<file path="src/rtl/xor_bist_ctrl_if.sv">
// Purpose : bundles the control handshake, result bus and XOR-cell pins of the BIST sequencer.
// Latency : none, wires only.
// Backpressure: none; start/abort are level-sampled by the controller each cycle.
// Ports   : start/abort/dut_out flow into the controller (master); dut_a/dut_b, busy, done,
//           pass, err_cnt, fail_valid and fail_vec flow out of it to the cell and the test host.
interface xor_bist_ctrl_if #(
    parameter int ERR_W = 4
);
    logic             start;
    logic             abort;
    logic             dut_out;
    logic             dut_a;
    logic             dut_b;
    logic             busy;
    logic             done;
    logic             pass;
    logic [ERR_W-1:0] err_cnt;
    logic             fail_valid;
    logic [1:0]       fail_vec;

    modport master (
        input  start, abort, dut_out,
        output dut_a, dut_b, busy, done, pass, err_cnt, fail_valid, fail_vec
    );

    modport slave (
        output start, abort, dut_out,
        input  dut_a, dut_b, busy, done, pass, err_cnt, fail_valid, fail_vec
    );
endinterface

</file>
<file path="src/rtl/xor_bist_ctrl.sv">
// Purpose : walks a 2-input XOR cell through 00,01,10,11 (REPEAT passes) and grades its output.
// Latency : start at edge k -> busy from k+1, done at k+1+REPEAT*4*(SETTLE_CYC+2).
// Backpressure: none; start ignored while busy, abort returns to IDLE keeping the error record.
// Ports   : clk, rst_n (async active-low); bus (master modport) carries start/abort/dut_out in
//           and the registered dut_a/dut_b, busy, done, pass, err_cnt, fail_valid, fail_vec out.
module xor_bist_ctrl #(
    parameter int SETTLE_CYC = 1,
    parameter int REPEAT     = 1,
    parameter int ERR_W      = 4
) (
    input  logic          clk,
    input  logic          rst_n,
    xor_bist_ctrl_if.master bus
);
    localparam int SW = (SETTLE_CYC > 1) ? $clog2(SETTLE_CYC) : 1;
    localparam int PW = (REPEAT > 1) ? $clog2(REPEAT) : 1;
    localparam logic [SW-1:0] SETTLE_LOAD = SW'(SETTLE_CYC - 1);
    localparam logic [PW-1:0] PASS_LAST   = PW'(REPEAT - 1);

    typedef enum logic [2:0] {IDLE, DRIVE, SETTLE, CHECK, DONE} state_t;

    state_t           state;
    logic [1:0]       vec;
    logic [1:0]       vec_nxt;
    logic [SW-1:0]    settle_cnt;
    logic [PW-1:0]    pass_cnt;

    logic             dut_a_q, dut_b_q, busy_q, done_q, pass_q, fail_valid_q;
    logic [ERR_W-1:0] err_cnt_q;
    logic [1:0]       fail_vec_q;
    logic             mism;

    assign mism    = bus.dut_out != (vec[1] ^ vec[0]);
    assign vec_nxt = vec + 2'd1;

    assign bus.dut_a      = dut_a_q;
    assign bus.dut_b      = dut_b_q;
    assign bus.busy       = busy_q;
    assign bus.done       = done_q;
    assign bus.pass       = pass_q;
    assign bus.err_cnt    = err_cnt_q;
    assign bus.fail_valid = fail_valid_q;
    assign bus.fail_vec   = fail_vec_q;

    // Outputs are written on the edge that enters the state they belong to, so dut_a/dut_b,
    // busy and done line up exactly with the DRIVE..CHECK and DONE cycles.
    always_ff @(posedge clk or negedge rst_n) begin
        if (!rst_n) begin
            state        <= IDLE;
            vec          <= 2'd0;
            settle_cnt   <= '0;
            pass_cnt     <= '0;
            dut_a_q      <= 1'b0;
            dut_b_q      <= 1'b0;
            busy_q       <= 1'b0;
            done_q       <= 1'b0;
            pass_q       <= 1'b0;
            err_cnt_q    <= '0;
            fail_valid_q <= 1'b0;
            fail_vec_q   <= 2'd0;
        end else begin
            case (state)
                IDLE: begin
                    done_q <= 1'b0;
                    // abort dominates start so a stray start cannot wipe the last result
                    if (bus.start && !bus.abort) begin
                        state        <= DRIVE;
                        vec          <= 2'd0;
                        pass_cnt     <= '0;
                        err_cnt_q    <= '0;
                        fail_valid_q <= 1'b0;
                        fail_vec_q   <= 2'd0;
                        pass_q       <= 1'b0;
                        busy_q       <= 1'b1;
                        dut_a_q      <= 1'b0;
                        dut_b_q      <= 1'b0;
                    end
                end
                DRIVE: begin
                    if (bus.abort) begin
                        state   <= IDLE;
                        busy_q  <= 1'b0;
                        pass_q  <= 1'b0;
                        dut_a_q <= 1'b0;
                        dut_b_q <= 1'b0;
                    end else begin
                        settle_cnt <= SETTLE_LOAD;
                        state      <= SETTLE;
                    end
                end
                SETTLE: begin
                    if (bus.abort) begin
                        state   <= IDLE;
                        busy_q  <= 1'b0;
                        pass_q  <= 1'b0;
                        dut_a_q <= 1'b0;
                        dut_b_q <= 1'b0;
                    end else if (settle_cnt == '0) begin
                        state <= CHECK;
                    end else begin
                        settle_cnt <= settle_cnt - 1'b1;
                    end
                end
                CHECK: begin
                    // the sample is recorded even when abort arrives in the same cycle
                    if (mism) begin
                        if (err_cnt_q != '1) begin
                            err_cnt_q <= err_cnt_q + 1'b1;
                        end
                        if (!fail_valid_q) begin
                            fail_valid_q <= 1'b1;
                            fail_vec_q   <= vec;
                        end
                    end
                    if (bus.abort) begin
                        state   <= IDLE;
                        busy_q  <= 1'b0;
                        pass_q  <= 1'b0;
                        dut_a_q <= 1'b0;
                        dut_b_q <= 1'b0;
                    end else if (vec == 2'd3 && pass_cnt == PASS_LAST) begin
                        state   <= DONE;
                        busy_q  <= 1'b0;
                        done_q  <= 1'b1;
                        // err_cnt_q still lacks this cycle's sample, so fold mism in
                        pass_q  <= (err_cnt_q == '0) && !mism;
                        dut_a_q <= 1'b0;
                        dut_b_q <= 1'b0;
                    end else begin
                        vec     <= vec_nxt;
                        dut_a_q <= vec_nxt[1];
                        dut_b_q <= vec_nxt[0];
                        if (vec == 2'd3) begin
                            pass_cnt <= pass_cnt + 1'b1;
                        end
                        state <= DRIVE;
                    end
                end
                DONE: begin
                    done_q <= 1'b0;
                    state  <= IDLE;
                end
                default: begin
                    state <= IDLE;
                end
            endcase
        end
    end
endmodule

</file>
<file path="src/flat_wrapper.sv">
// flat-port wrapper written by rule: the top's interface ports become plain ports
module xor_bist_ctrl_flat 
#(
    parameter int SETTLE_CYC = 1,
    parameter int REPEAT     = 1,
    parameter int ERR_W      = 4
)
  (clk, rst_n, bus_start, bus_abort, bus_dut_out, bus_dut_a, bus_dut_b, bus_busy, bus_done, bus_pass, bus_err_cnt, bus_fail_valid, bus_fail_vec);
  xor_bist_ctrl_if #(.ERR_W(ERR_W)) bus_i ();
  input  logic clk;
  input  logic rst_n;
  input wire logic [$bits(bus_i.start)-1:0] bus_start;
  input wire logic [$bits(bus_i.abort)-1:0] bus_abort;
  input wire logic [$bits(bus_i.dut_out)-1:0] bus_dut_out;
  output wire logic [$bits(bus_i.dut_a)-1:0] bus_dut_a;
  output wire logic [$bits(bus_i.dut_b)-1:0] bus_dut_b;
  output wire logic [$bits(bus_i.busy)-1:0] bus_busy;
  output wire logic [$bits(bus_i.done)-1:0] bus_done;
  output wire logic [$bits(bus_i.pass)-1:0] bus_pass;
  output wire logic [$bits(bus_i.err_cnt)-1:0] bus_err_cnt;
  output wire logic [$bits(bus_i.fail_valid)-1:0] bus_fail_valid;
  output wire logic [$bits(bus_i.fail_vec)-1:0] bus_fail_vec;
  assign bus_i.start = bus_start;
  assign bus_i.abort = bus_abort;
  assign bus_i.dut_out = bus_dut_out;
  assign bus_dut_a = bus_i.dut_a;
  assign bus_dut_b = bus_i.dut_b;
  assign bus_busy = bus_i.busy;
  assign bus_done = bus_i.done;
  assign bus_pass = bus_i.pass;
  assign bus_err_cnt = bus_i.err_cnt;
  assign bus_fail_valid = bus_i.fail_valid;
  assign bus_fail_vec = bus_i.fail_vec;
  xor_bist_ctrl #(.SETTLE_CYC(SETTLE_CYC), .REPEAT(REPEAT), .ERR_W(ERR_W)) u_core (.clk(clk), .rst_n(rst_n), .bus(bus_i));
endmodule
</file>
<file path="config.mk">
export PLATFORM = sky130hd
export DESIGN_NAME = xor_bist_ctrl_flat
export DESIGN_NICKNAME = d
export VERILOG_FILES = /design/src/rtl/xor_bist_ctrl_if.sv /design/src/rtl/xor_bist_ctrl.sv /design/src/flat_wrapper.sv
export SDC_FILE = /design/constraint.sdc
export NUM_CORES = 1
export LEC_CHECK = 0
export CAP_MARGIN = 25
export CORE_UTILIZATION = 40
export DETAILED_ROUTE_END_ITERATION = 6
export GPL_TIMING_DRIVEN = 0
export SETUP_SLACK_MARGIN = 0.15
export SYNTH_ARGS = -nofsm -noshare
export SYNTH_HDL_FRONTEND = slang
export SYNTH_SLANG_ARGS = --single-unit
</file>
<file path="constraint.sdc">
create_clock -name clk -period 3.9 [get_ports clk]
set_input_delay 0.78 -clock clk [delete_from_list [all_inputs] [get_ports clk]]
set_output_delay 0.78 -clock clk [all_outputs]
set_load 0.005 [all_outputs]
</file>
==> flow_summary.yaml, run 1 <==
routing:
  drt_first_pass_iters: 3
  drcViolationCount: 0
  first_iter_violations: 5
  vias_per_cell: 5.38
  wl_per_cell_um: 13.0
  wl_um: 1800
  postRouteAntennaNets: 0
  vias: 748
worst_setup_path:
  critical_path.top_delay_family: "simple AND/OR/NAND/NOR gates"
  slowest_stage: "clkdlybuf4s50_1"
  cp.required_ns: 4.13
  worst-path-buf-inv: 1
  startpoint_type: "primary input"
  critPathCaptureType: "register"
  slowest_delay_ns: 0.49
  crit_chain: "clkdlybuf4s50_1 > xor2_2 > nand3_2 > or4_1 > nand2_1"
  critPathKind: "in -> reg"
  crit_fanout: 7
  cp.arrival_ns: 2.31
timing:
  slew_viol_final: 0
  tns_ns: 0
  finalHoldViolations: 0
  fmax_mhz: 481
  setup_ws_ns: 1.82
  fin_skew_ns: 0.00221
  fin_crit_sh_pct: 53.3
  rsz0062_at_grt: "no"
  max_slew.worst_pin.slew_ns: 0.828
  period_needed_ns: 2.08
  slew_headroom_pct: 44.6
  hold_slack_ns: 0.487
  setup_viol: 0
finish:
  final_cells: 139
  final_util_pct: 51.5
  syn2layout_area_growth_pct: 22.6
  final.fill_count: 205
  fin_area_um2: 1130
  seq_area_um2: 450
  drive_gt1_share_pct: 12.6
  antennaDiodeCount: 0
  multiInputGateArea_um2: 440
  final_nets: 121
floorplanning:
  die_h_um: 50.0
  ioPinCount: 17
  core-area_um2: 2190
  dieArea_um2: 2500
  fp.dieW_um: 50.0
  initial_utilization_pct: 42.0
  fp-row-count: 17
placement:
  place_ws_ns: 1.53
  dp.final_hpwl_um: 1280
  place_congestion: 0.833
  io_buffers: 15
  place_inst: 136
  placed_area_um2: 1110
global_route:
  grt-ovfl-total: 0
  grt_pass1_vias: 670
  antenna_found_initial: 0
  grt_pass1_wl_um: 3170
  grt_start_max_net_pins: 19
  grt_usage_pct: 17.2
synth:
  synthSimpleGateAreaFrac_pct: 23.1
  synth_common_cells: "18 x dfrtp_1, 15 x nand2_1, 7 x o21ai_0"
  synth_top_cell_by_area: "dfrtp_1"
  yosys_most_used_dff: "dfrtp_1"
  ys_types: 34
  syn_area_um2: 921
  seq_area_frac_synth_pct: 48.9
  syn_nets: 101
  syn_inst: 93
  syn_avg_cell_area_um2: 9.90
  synth_adder_area_share_pct: 5.30
  synth-compound-area-share_pct: 15.5
  synth_top_family_by_area: "simple AND/OR/NAND/NOR gates"
  muxShareOfSynthArea_pct: 1.22
  async_flop_share_pct: 100
  yosysMostFrequentCell: "dfrtp_1"
  synth-xor-area-share_pct: 2.72
  synth.area.top_cells: "dfrtp_1 49%, nand2_1 6.1%, ha_1 4.1%"
  synth_top_cell_area_share_pct: 48.9
  synth_edf_count: 0
  ys_ff_latch: 18
  yosys_warnings: 0
power:
  powerDensity_nw_per_um2: 371
  leakage_nw: 0.508
  ir_drop_v: 0.000154
  total_power_mw: 0.418
cts:
  cts_buffer_depth: 2
  cts-root-buf: "clkbuf_4"
  cts_tree: "built"
  cts-resized-gates: 0
  clk_pin_slew_worst_paths_ns: 0.10
  cts_setup_buffers: 0
  cts_buffers: 3
  clock_sinks: 18
  clock_latency_ns: 0.28
  cts_max_level: 1
  cts-hold-fix-buffers: 0
worst_hold_path:
  worstHoldPathType: "reg -> reg"
status:
  status: "complete, no violations"
run:
  max_cap_viol_count: 0
state kept, by name, indices dropped and copies added (netlist names):
signal and cells:
u_core.bus.fail_vec 2, u_core.bus.err_cnt 4, u_core.pass_cnt 1, u_core.bus.dut_a 1, u_core.bus.done 1, u_core.bus.pass 1, u_core.vec 2, u_core.bus.dut_b 1
u_core.bus.fail_valid 1, u_core.state 3, u_core.bus.busy 1
layout make-up:
class                           instances  area share (%)
Multi-Input combinational cell         69            39.0
Clock buffer                            3            2.00
Buffer                                  4            2.00
Inverter                                2           0.665
Sequential cell                        18            39.9
Timing Repair Buffer                   15            13.3
Tap cell                               28            3.10
worst paths after layout:
kind	to	depth (start not counted)	slack (ns)	from
worst max-delay path	u_core.bus.err_cnt[3]$_DFFE_PN0P_	5	1.82	bus_dut_out
worst min-delay path	u_core.bus.dut_a$_DFFE_PN0P_	2	0.49	u_core.bus.dut_a$_DFFE_PN0P_
worst max register to register	u_core.bus.err_cnt[3]$_DFFE_PN0P_	5	2.00	u_core.vec[0]$_DFFE_PN0P_
worst min register to register	u_core.bus.dut_a$_DFFE_PN0P_	2	0.49	u_core.bus.dut_a$_DFFE_PN0P_
max in group asynchronous	u_core.bus.dut_a$_DFFE_PN0P_	1	2.43	rst_n
min in group asynchronous	u_core.state[1]$_DFFE_PN0N_	1	0.96	rst_n
cell usage in the layout (no fill, tap or decap), types with 3 or more instances in the layout:
cell,count
nand3_1,5
clkbuf_4,3
nand2_1,15
dfrtp_1,18
a31oi_1,4
o21ai_0,7
ha_1,3
buf_2,3
clkdlybuf4s50_1,15
nor2_1,4
worst min-delay path, cell delays in order, from the launching register on:
cell,delay (ns)
dfrtp_1,0.35
nand2_1,0.05
nand2_1,0.06
power breakdown:
group	internal (mW)	switching, mW	leakage (nW)
clock	0.0358	0.0530	0.0138
combinational	0.0527	0.0553	0.248
sequential	0.205	0.0166	0.246
routing by layer:
metal	part of all wire, %	GRT usage, %	vias up
li1	-	-	378
met1	52	23.9	357
met2	44	25.6	11
met3	3.1	3.70	2
met4	0.89	7.14	0
met5	0	0	-
cell families after synthesis:
kind of cell,count (synthesis)
muxes,1
buffers and inverters,6
adders and majority gates,4
DFF,18
AOI/OAI and AO/OA,22
xor gates and xnor gates,2
and+or+nand+nor,40
Note: power is estimated with default switching activity, not from simulation.
==> run 2: changes to the inputs <==
- clock period: 3.9 -> 1.99 ns (I/O delays scaled with it)
==> flow_summary.yaml, run 2 (synthesis gave the netlist of run 1 again) <==
status:
  status: "complete, no violations"
global_route:
  grt-ovfl-total: 0
  grt_start_max_net_pins: 19
  antenna_found_initial: 0
  grt_usage_pct: 17.3
  grt_pass1_wl_um: 3170
  grt_pass1_vias: 664
power:
  ir_drop_v: 0.000313
  p_seq_share_pct: 51.2
  pwr-share-clk_pct: 21.0
  power_frac_comb_pct: 27.8
  powerDensity_nw_per_um2: 736
  total_power_mw: 0.854
  p_int_mw: 0.594
  leakage_nw: 0.512
  sw_frac_of_total_pct: 30.4
  switchingPower_mw: 0.260
placement:
  place_congestion: 0.833
  dp.final_hpwl_um: 1280
  io_buffers: 15
finish:
  largest_register_ffs: 4
  layout_commonest_cell: "dfrtp_1"
  antennaDiodeCount: 0
  drive_gt1_share_pct: 14.3
  final_nets: 122
  final_cell_mix: "18 x dfrtp_1, 15 x nand2_1, 15 x clkdlybuf4s50_1, 7 x o21ai_0, 5 x nand3_1"
  syn2layout_area_growth_pct: 26.0
timing:
  rsz0062_at_grt: "no"
  fin_crit_sh_pct: 87.9
  slew_headroom_pct: 44.1
  finalHoldViolations: 0
  tns_ns: 0
  period_needed_ns: 1.75
  fin_skew_ns: 0.00163
  slew_viol_final: 0
  fmax_mhz: 572
  setup_viol: 0
  max_slew.worst_pin.slew_ns: 0.836
routing:
  drt_first_pass_iters: 5
  first_iter_violations: 11
  wl_per_cell_um: 13.3
  postRouteAntennaNets: 0
  drcViolationCount: 0
  wl_um: 1860
  vias: 755
  vias_per_cell: 5.39
floorplanning:
  fp.dieW_um: 50.0
  ioPinCount: 17
  fp-row-count: 17
  initial_utilization_pct: 42.0
  core-area_um2: 2190
  dieArea_um2: 2500
  die_h_um: 50.0
cts:
  cts-root-buf: "clkbuf_4"
  clock_sinks: 18
  clock_latency_ns: 0.29
  clk_pin_slew_worst_paths_ns: 0.10
  cts_buffer_depth: 2
  cts_max_level: 1
  cts_buffers: 3
  cts_tree: "built"
worst_setup_path:
  critPathCaptureType: "register"
  cp.required_ns: 2.23
  r2r_start: "u_core.vec[0]$_DFFE_PN0P_"
  worst-r2r-cell-count: 5
  crit_fanout: 5
  r2r_slack_ns: 0.24
  critPathKind: "reg -> reg"
  startpoint_type: "register"
  r2r_end: "u_core.bus.err_cnt[3]$_DFFE_PN0P_"
  cp.arrival_ns: 1.99
worst_hold_path:
  hold_start: "bus_abort"
  worstHoldPathType: "in -> reg"
  min_to: "u_core.state[1]$_DFFE_PN0N_"
  hold-path-cell-count: 2
run:
  max_cap_viol_count: 0
## run 2: cell types whose count changed in the layout (fill, tap and decap cells not counted)
cell	before	now
xor2_2	1	0
ha_4	0	1
xor2_4	0	1
buf_4	1	2
ha_1	3	2
## run 2: worst max path at each step
stage,end,cells after the start,startpoint
floorplan,u_core.bus.err_cnt[3]$_DFFE_PN0P_,5,u_core.vec[0]$_DFFE_PN0P_
global placement,u_core.bus.err_cnt[3]$_DFFE_PN0P_,5,bus_dut_out
detailed placement,u_core.bus.err_cnt[3]$_DFFE_PN0P_,5,bus_dut_out
CTS,u_core.bus.err_cnt[3]$_DFFE_PN0P_,5,u_core.vec[0]$_DFFE_PN0P_
global route,u_core.bus.pass$_DFFE_PN0P_,5,u_core.vec[0]$_DFFE_PN0P_
finish,u_core.bus.err_cnt[3]$_DFFE_PN0P_,5,u_core.vec[0]$_DFFE_PN0P_
## run 2: power groups by stage
stage	registers [mW]	clock network (mW)	logic [mW]
detailed placement	0.441	0	0.213
floorplan	0.437	0	0.123
global placement	0.440	0	0.212
CTS	0.434	0.182	0.222
finish	0.437	0.180	0.237
global route	0.443	0.199	0.264
## run 2: repair_timing
item / 4_1_cts / 5_1_grt
endpoints found under the setup margin: 1 / 2
buffers inserted: 0 / 1
pin swaps: 1 / 0
resized for setup: 1 / 2
hold buffers: 0 / 0
cloned: 0 / 0
## run 2: routing by layer
layer / vias up / global-route usage [%] / wire [um]
li1: 378 / - / -
met3: 4 / 3.70 / 60
met5: - / 0 / 0
met4: 0 / 7.14 / 31
met1: 360 / 23.9 / 921
met2: 13 / 25.8 / 847
## run 2: final cells by class
cell class | instances | area, um2
Timing Repair Buffer | 16 | 158
Inverter | 2 | 7.51
Fill cell | 198 | 1030
Multi-Input combinational cell | 69 | 464
Sequential cell | 18 | 450
Clock buffer | 3 | 22.5
Tap cell | 28 | 35.0
Buffer | 4 | 22.5
## run 2: per-stage QoR
stage / worst slack [ns] / area [um2] / hold WS, ns / std cells / util, %
4_1_cts: 0.158 / 1140 / 0.373 / 139 / 52.0
3_5_place_dp: 0.00129 / 1110 / 0.469 / 136 / 50.5
2_1_floorplan: 0.256 / 921 / 0.102 / 93 / -
5_1_grt: 0.172 / 1160 / 0.374 / 140 / 52.9
6_report: 0.240 / 1160 / 0.370 / 140 / 52.9
3_3_place_gp: 0.00370 / 1110 / 0.461 / 136 / 50.5
## run 2: worst max-delay path, stage by stage, from the launching register on
cell     delay [ns]
dfrtp_1        0.46
ha_4           0.33
xor2_4         0.21
nand3_2        0.14
or4_1          0.48
nand2_1        0.07
==> run 3: changes to the inputs <==
- CAP_MARGIN: 25 -> unset
==> results of run 3 <==
Final layout, timing and power as in run 2 (identical DEF).
